<file path="src/rtl/mac_array_ctrl.sv">
// Pass sequencer for the chained mac_row array: streams kernel then activation
// vectors from SRAM into the L0 FIFO and counts south-edge outputs to detect completion.
module mac_array_ctrl #(
  parameter int col     = 8,
  parameter int addr_bw = 11
) (
  input  logic               clk,
  input  logic               reset,
  input  logic               start,
  input  logic [addr_bw-1:0] w_base,
  input  logic [addr_bw-1:0] x_base,
  input  logic [addr_bw-1:0] x_len,
  input  logic               l0_full,
  input  logic               out_valid,
  output logic               mem_cen,
  output logic [addr_bw-1:0] mem_addr,
  output logic               l0_wr,
  output logic [1:0]         inst_w,
  output logic               busy,
  output logic               done
);

  typedef enum logic [2:0] {IDLE, LOAD_W, GAP, EXEC, DRAIN, DONE} state_t;

  state_t             state_reg;
  logic [addr_bw-1:0] w_base_reg;
  logic [addr_bw-1:0] x_base_reg;
  logic [addr_bw-1:0] x_len_reg;
  logic [addr_bw-1:0] rd_cnt_reg;
  logic [addr_bw-1:0] out_cnt_reg;
  logic [addr_bw-1:0] out_cnt_next;
  logic               l0_wr_reg;
  logic [1:0]         inst_w_reg;
  logic               rd_phase;
  logic               rd_issue;
  logic               out_count_en;

  // Read enable follows l0_full in the same cycle, so a stalled slot never reaches SRAM.
  assign rd_phase = (state_reg == LOAD_W) || (state_reg == EXEC);
  assign rd_issue = rd_phase && !l0_full;
  assign mem_cen  = ~rd_issue;

  always_comb begin
    mem_addr = '0;
    if (state_reg == LOAD_W)
      mem_addr = w_base_reg + rd_cnt_reg;
    else if (state_reg == EXEC)
      mem_addr = x_base_reg + rd_cnt_reg;
  end

  // Outputs may overtake the tail of EXEC; the count saturates at x_len.
  assign out_count_en = ((state_reg == EXEC) || (state_reg == DRAIN)) &&
                        out_valid && (out_cnt_reg != x_len_reg);
  assign out_cnt_next = out_count_en ? out_cnt_reg + addr_bw'(1) : out_cnt_reg;

  always_ff @(posedge clk) begin
    if (reset) begin
      state_reg   <= IDLE;
      w_base_reg  <= '0;
      x_base_reg  <= '0;
      x_len_reg   <= '0;
      rd_cnt_reg  <= '0;
      out_cnt_reg <= '0;
      l0_wr_reg   <= 1'b0;
      inst_w_reg  <= 2'b00;
    end else begin
      l0_wr_reg   <= rd_issue;
      inst_w_reg  <= !rd_issue ? 2'b00 : (state_reg == LOAD_W) ? 2'b01 : 2'b10;
      out_cnt_reg <= out_cnt_next;
      case (state_reg)
        IDLE: begin
          if (start) begin
            w_base_reg  <= w_base;
            x_base_reg  <= x_base;
            x_len_reg   <= x_len;
            rd_cnt_reg  <= '0;
            out_cnt_reg <= '0;
            state_reg   <= LOAD_W;
          end
        end
        LOAD_W: begin
          if (!l0_full) begin
            if (rd_cnt_reg == addr_bw'(col - 1)) begin
              rd_cnt_reg <= '0;
              state_reg  <= GAP;
            end else begin
              rd_cnt_reg <= rd_cnt_reg + addr_bw'(1);
            end
          end
        end
        GAP: begin
          state_reg <= (x_len_reg != '0) ? EXEC : DONE;
        end
        EXEC: begin
          if (!l0_full) begin
            if (rd_cnt_reg == x_len_reg - addr_bw'(1)) begin
              rd_cnt_reg <= '0;
              state_reg  <= DRAIN;
            end else begin
              rd_cnt_reg <= rd_cnt_reg + addr_bw'(1);
            end
          end
        end
        DRAIN: begin
          if (out_cnt_next == x_len_reg)
            state_reg <= DONE;
        end
        DONE: begin
          state_reg <= IDLE;
        end
        default: begin
          state_reg <= IDLE;
        end
      endcase
    end
  end

  assign l0_wr  = l0_wr_reg;
  assign inst_w = inst_w_reg;
  assign busy   = (state_reg != IDLE);
  assign done   = (state_reg == DONE);

endmodule

</file>
<file path="config.mk">
export PLATFORM = sky130hd
export DESIGN_NAME = mac_array_ctrl
export DESIGN_NICKNAME = d
export VERILOG_FILES = /design/src/rtl/mac_array_ctrl.sv
export SDC_FILE = /design/constraint.sdc
export NUM_CORES = 1
export LEC_CHECK = 0
export CORE_ASPECT_RATIO = 0.75
export CORE_UTILIZATION = 60
export CTS_BUF_LIST = sky130_fd_sc_hd__clkbuf_2 sky130_fd_sc_hd__clkbuf_4 sky130_fd_sc_hd__clkbuf_8
export CTS_CLUSTER_SIZE = 14
export DETAILED_ROUTE_END_ITERATION = 7
export PLACE_DENSITY = 0.93
export SYNTH_ARGS = -nofsm -noshare
export SYNTH_HDL_FRONTEND = slang
export SYNTH_SLANG_ARGS = --single-unit
export TNS_END_PERCENT = 30
</file>
<file path="constraint.sdc">
create_clock -name clk -period 10.55 [get_ports clk]
set_input_delay 3.165 -clock clk [delete_from_list [all_inputs] [get_ports clk]]
set_output_delay 3.165 -clock clk [all_outputs]
set_load 0.005 [all_outputs]
</file>
==> flow_summary.ini, run 1 <==
[run]
maxCapViolCount = 0

[global_route]
grt_busiest_layer = met2
first_global_vias = 3880
grt_max_degree = 44
antenna_found_initial = 0
use_met3_pct = 7.71
grt_usage_pct = 31.7
gr-usage-met1_pct = 41.5
grt-ovfl-total = 0
use_met2_pct = 52.5
grt_pass1_wl_um = 18300

[finish]
area.growth.synth_to_final_pct = 17.3
nets = 650
fin_util_pct = 73.0
fillers = 512
final_layout_size_suffix_gt1_share_pct = 4.39
antennaDiodeCount = 0

[clock_network]
root_buffer = clkbuf_8
clk_latency_ns = 0.35
postCtsHoldBufs = 0
clock-sinks = 61
h-tree-depth = 3
cts_tree = built
cts_buffers = 9
ctsResizeCount = 0
post_cts_buffers = 0
clock_path_buffers = 2
path_clk_slew_ns = 0.08

[setup_path]
crit_type = in2out
r2r_cells = 7
required_ns = 7.39
startpoint_type = input pin
worst_setup_path_end_kind = output pin
crit-reg2reg-capture = state_reg[0]
worstPathArrival_ns = 4.47
r2r-start = state_reg[1]
path_max_fanout = 5
regToRegSetupSlack_ns = 7.31

[hold_path]
hold_depth = 2
hp-class = reg2reg
min_from = x_base_reg[8]
holdPathEnd = x_base_reg[8]

[synth]
synthTopCellsByArea = dfxtp_1 29%, nand2_1 8.4%, xnor2_1 7.2%
synth_cell_types = 64
yosysWarnings = 0
yosys.area.top_type = dfxtp_1
ys_seq_area_share_pct = 28.9
yosys-top-cells-count = 95 x nand2_1, 61 x dfxtp_1, 58 x a21oi_1, 52 x nor2_1, 35 x xnor2_1
synth.top_cell.area_share_pct = 28.9
syn_avg_cell_area_sq_um = 7.61
ys.flop_type = dfxtp_1
synth.cell_area_sq_um = 4230
synth_edf_count = 0
synth-async-reset-ratio_pct = 0
synth_cells = 556
syn_nets = 619
ys_ff_latch = 61
synth_most_common_cell = nand2_1

[floorplan]
coreArea_sq_um = 6800
io_pins = 55
dieArea_sq_um = 7400
rows = 26
die_w_um = 99.0
start_util_pct = 62.2
die_h_um = 74.7

[place]
hpwl_um = 7850
place_congestion = 0.950
io_buffers = 54

[detailed_routing]
wl_per_cell_um = 16.7
firstDrtPassIters = 5
vias_per_cell = 6.15
drc = 0
wl_um = 11300
ant_nets = 0
drtIter0Drc = 364
vias = 4156

[power_and_ir_drop]
leakage_nw = 2.01
powerDensity_nw_per_um2 = 171
vdd_ir_drop_max_mv = 0.0964

[sta]
rsz0062_at_grt = no
report.final.hold_viol_count = 0
fin_worst_skew_ns = 0.00497
fin_setup_tns_ns = 0
setup_violations = 0
max-slew-margin-rel_pct = 25.1
fin_crit_ns = 7.63
timing_max_transition_violations_final = 0
final.period_utilization_pct = 72.3
tightest_slew_ns = 1.12
max_freq_mhz = 131

[status]
status = finished clean
## critical path, stage by stage
cell	delay (ns)
clkdlybuf4s50_1	0.48
or2_2	0.36
clkdlybuf4s50_1	0.45
## final cells by class
type	instances	area [sq um]	area share [%]
multi-input combinational	442	2790	56.2
sequential	61	1220	24.6
timing repair buffer	55	548	11.0
clock buffer	10	138	2.77
tap	84	105	2.12
clock inverter	6	93.8	1.89
inverter	18	67.6	1.36
## how the worst max path moves through the flow
stage          startpoint  endpoint  depth (start not counted)
4_1_cts           l0_full   mem_cen                          3
5_1_grt           l0_full   mem_cen                          3
2_1_floorplan     l0_full   mem_cen                          1
6_report          l0_full   mem_cen                          3
3_3_place_gp      l0_full   mem_cen                          3
3_5_place_dp      l0_full   mem_cen                          3
## where the power goes
part           internal (mW)  switching [mW]
Clock                  0.141           0.106
Combinational          0.131           0.172
Sequential             0.255          0.0448
## per-stage QoR
| step | cell area [sq um] | instances | power, mW | setup WS, ns | hold slack [ns] |
|---|---|---|---|---|---|
| floorplan | 4230 | 556 | 0.509 | 3.91 | 0.441 |
| global placement | 4730 | 660 | 0.580 | 2.96 | 0.452 |
| detailed placement | 4730 | 660 | 0.595 | 2.92 | 0.454 |
| CTS | 4960 | 676 | 0.842 | 2.91 | 0.470 |
| global route | 4960 | 676 | 0.891 | 2.88 | 0.491 |
| finish | 4960 | 676 | 0.850 | 2.92 | 0.466 |
## cell families (layout without fill, tap and decap cells)
family	count (synthesis)	count (layout)	synth area share (%)
XOR/XNOR	60	60	12.4
AO/OA/AOI/OAI	128	128	19.2
buffers and inverters	53	89	5.17
AND/OR/NAND/NOR	224	224	25.4
multiplexers	5	5	1.18
flip-flops	61	61	28.9
adder cells (fa/ha/maj)	25	25	7.75
## layer usage
metal	up-vias	share of wire, %	wire length [um]
met1	1894	44	4960
met2	247	44	5010
li1	1985	-	-
met4	0	2.1	232
met5	-	0	0
met3	30	9.6	1080
## cell usage in the layout, fill, tap and decap left out, types with 6 or more instances in the layout
cell and n:
nand2_1 95, dfxtp_1 61, a21oi_1 58, clkdlybuf4s50_1 54
nor2_1 52, xnor2_1 35, xor2_1 25, ha_1 23
inv_1 18, o21ai_0 12, and3_1 12, nor3_1 11
a31oi_1 10, clkbuf_8 10, a21o_1 8, nand2b_1 8
and2_1 6, nor4_1 6
(Power assumes the default switching activity.)
==> run 2: changes to the inputs <==
- CORE_UTILIZATION: 60 -> 52
- PLACE_DENSITY: 0.93 -> 0.86
- clock period: 10.55 -> 6.5 ns (I/O delays scaled with it)
==> flow_summary.ini, run 2 (synthesis gave the netlist of run 1 again) <==
[clock_network]
path_clk_slew_ns = 0.07
clock_path_buffers = 2
cts_buffers = 9
clock-sinks = 61
cts_tree = built
root_buffer = clkbuf_8
h-tree-depth = 3
postCtsHoldBufs = 0
post_cts_buffers = 0
ctsResizeCount = 0
clk_latency_ns = 0.35

[power_and_ir_drop]
seqPwrFrac_pct = 37.7
p_switching_uw = 495
netSwitchingFraction_pct = 38.6
p_total_mw = 1.28
leakage_nw = 2.00
p_comb_share_pct = 38.4
vdd_ir_drop_max_mv = 0.122
power.share.clock_pct = 23.9
powerDensity_nw_per_um2 = 260
internal-power_uw = 788

[setup_path]
path_max_fanout = 8
startpoint_type = register
worst_setup_path_end_kind = output pin
worstPathArrival_ns = 3.67
required_ns = 4.55
crit_type = reg2out

[floorplan]
die_w_um = 106
die_h_um = 80.1
io_pins = 55
rows = 28
dieArea_sq_um = 8510
coreArea_sq_um = 7880
start_util_pct = 53.7

[detailed_routing]
ant_nets = 0
firstDrtPassIters = 5
vias = 4146
wl_per_cell_um = 16.7
vias_per_cell = 5.95
drtIter0Drc = 378
wl_um = 11600
drc = 0

[sta]
setup_violations = 0
max-slew-margin-rel_pct = 43.2
fin_worst_skew_ns = 0.00963
fin_setup_tns_ns = 0
final.period_utilization_pct = 86.5
report.final.hold_viol_count = 0
fin_crit_ns = 5.62
rsz0062_at_grt = no
holdWs_ns = 0.465
tightest_slew_ns = 0.846
max_freq_mhz = 178
timing_max_transition_violations_final = 0

[hold_path]
hp-class = reg2reg

[finish]
layout_commonest_cell = nand2_1
fin_util_pct = 62.7
postLayoutCellArea_sq_um = 4940
final_layout_size_suffix_gt1_share_pct = 4.39
antennaDiodeCount = 0
area.growth.synth_to_final_pct = 16.8
fillers = 719
final_cell_mix = 95 x nand2_1, 61 x dfxtp_1, 58 x a21oi_1
nets = 652

[global_route]
first_global_vias = 3893
grt_max_degree = 44
grt_usage_pct = 29.0
antenna_found_initial = 0
grt_pass1_wl_um = 19100
grt-ovfl-total = 0

[place]
post_dp_cell_area_sq_um = 4770
place_congestion = 0.958
hpwl_um = 8340
io_buffers = 54

[run]
maxCapViolCount = 0

[status]
status = finished clean
-- run 2: cell types whose count changed in the layout (fill, tap and decap cells not counted), sizes merged --
cell and delta:
clkbuf +2, clkinvlp -1, buf +2, inv -1, bufinv -2
-- run 2: worst max-delay path, cell delays in order (launching register included) --
cell and delay [ns]:
dfxtp_1 0.49, ha_1 0.24, inv_1 0.06, fa_1 0.40, nor2b_1 0.15, o21ai_0 0.13, a21boi_0 0.29, o21ai_0 0.16
a21oi_1 0.28, a31oi_1 0.16, xnor2_1 0.28, a22o_1 0.19, clkdlybuf4s50_1 0.49
-- run 2: cell type report --
type,instances,area (sq um),share of cell area [%]
Multi-Input combinational cell,442,2790,56.5
Inverter,18,67.6,1.37
Clock inverter,2,10.0,0.202
Sequential cell,61,1220,24.7
Clock buffer,12,159,3.21
Timing Repair Buffer,57,563,11.4
Tap cell,105,131,2.66
-- run 2: path summary, 6_finish.rpt --
kind / from / to / slack (ns) / cells past startpoint
setup / recovery: rd_cnt_reg[0] / mem_addr[10] / 0.88 / 12
hold / removal: w_base_reg[9] / w_base_reg[9] / 0.47 / 2
setup reg to reg: state_reg[1] / state_reg[0] / 3.21 / 7
hold reg to reg: w_base_reg[9] / w_base_reg[9] / 0.47 / 2
-- run 2: power by group through the flow --
stage          clock network [mW]  logic, mW  registers (mW)
5_1_grt                     0.324      0.546           0.490
6_report                    0.306      0.493           0.484
3_3_place_gp                    0      0.466           0.486
4_1_cts                     0.309      0.487           0.481
2_1_floorplan                   0      0.380           0.446
3_5_place_dp                    0      0.481           0.489
-- run 2: per-stage QoR --
step / setup WS (ns) / std cells
floorplan: 2.18 / 556
global placement: 1.33 / 683
detailed placement: 1.32 / 683
CTS: 0.980 / 697
global route: 0.713 / 697
finish: 0.876 / 697
-- run 2: metal layers --
metal	GRT usage (%)	vias to the layer above	part of all wire, %
met5	0	-	0
met4	10.0	0	1.6
met3	5.11	17	9.3
met2	47.5	197	45
met1	38.5	1930	44
li1	-	2002	-
==> run 3: changes to the inputs <==
- SKIP_CTS_REPAIR_TIMING: default -> 1
==> results of run 3 <==
The final DEF is identical to that of run 2; final timing and power are the same.
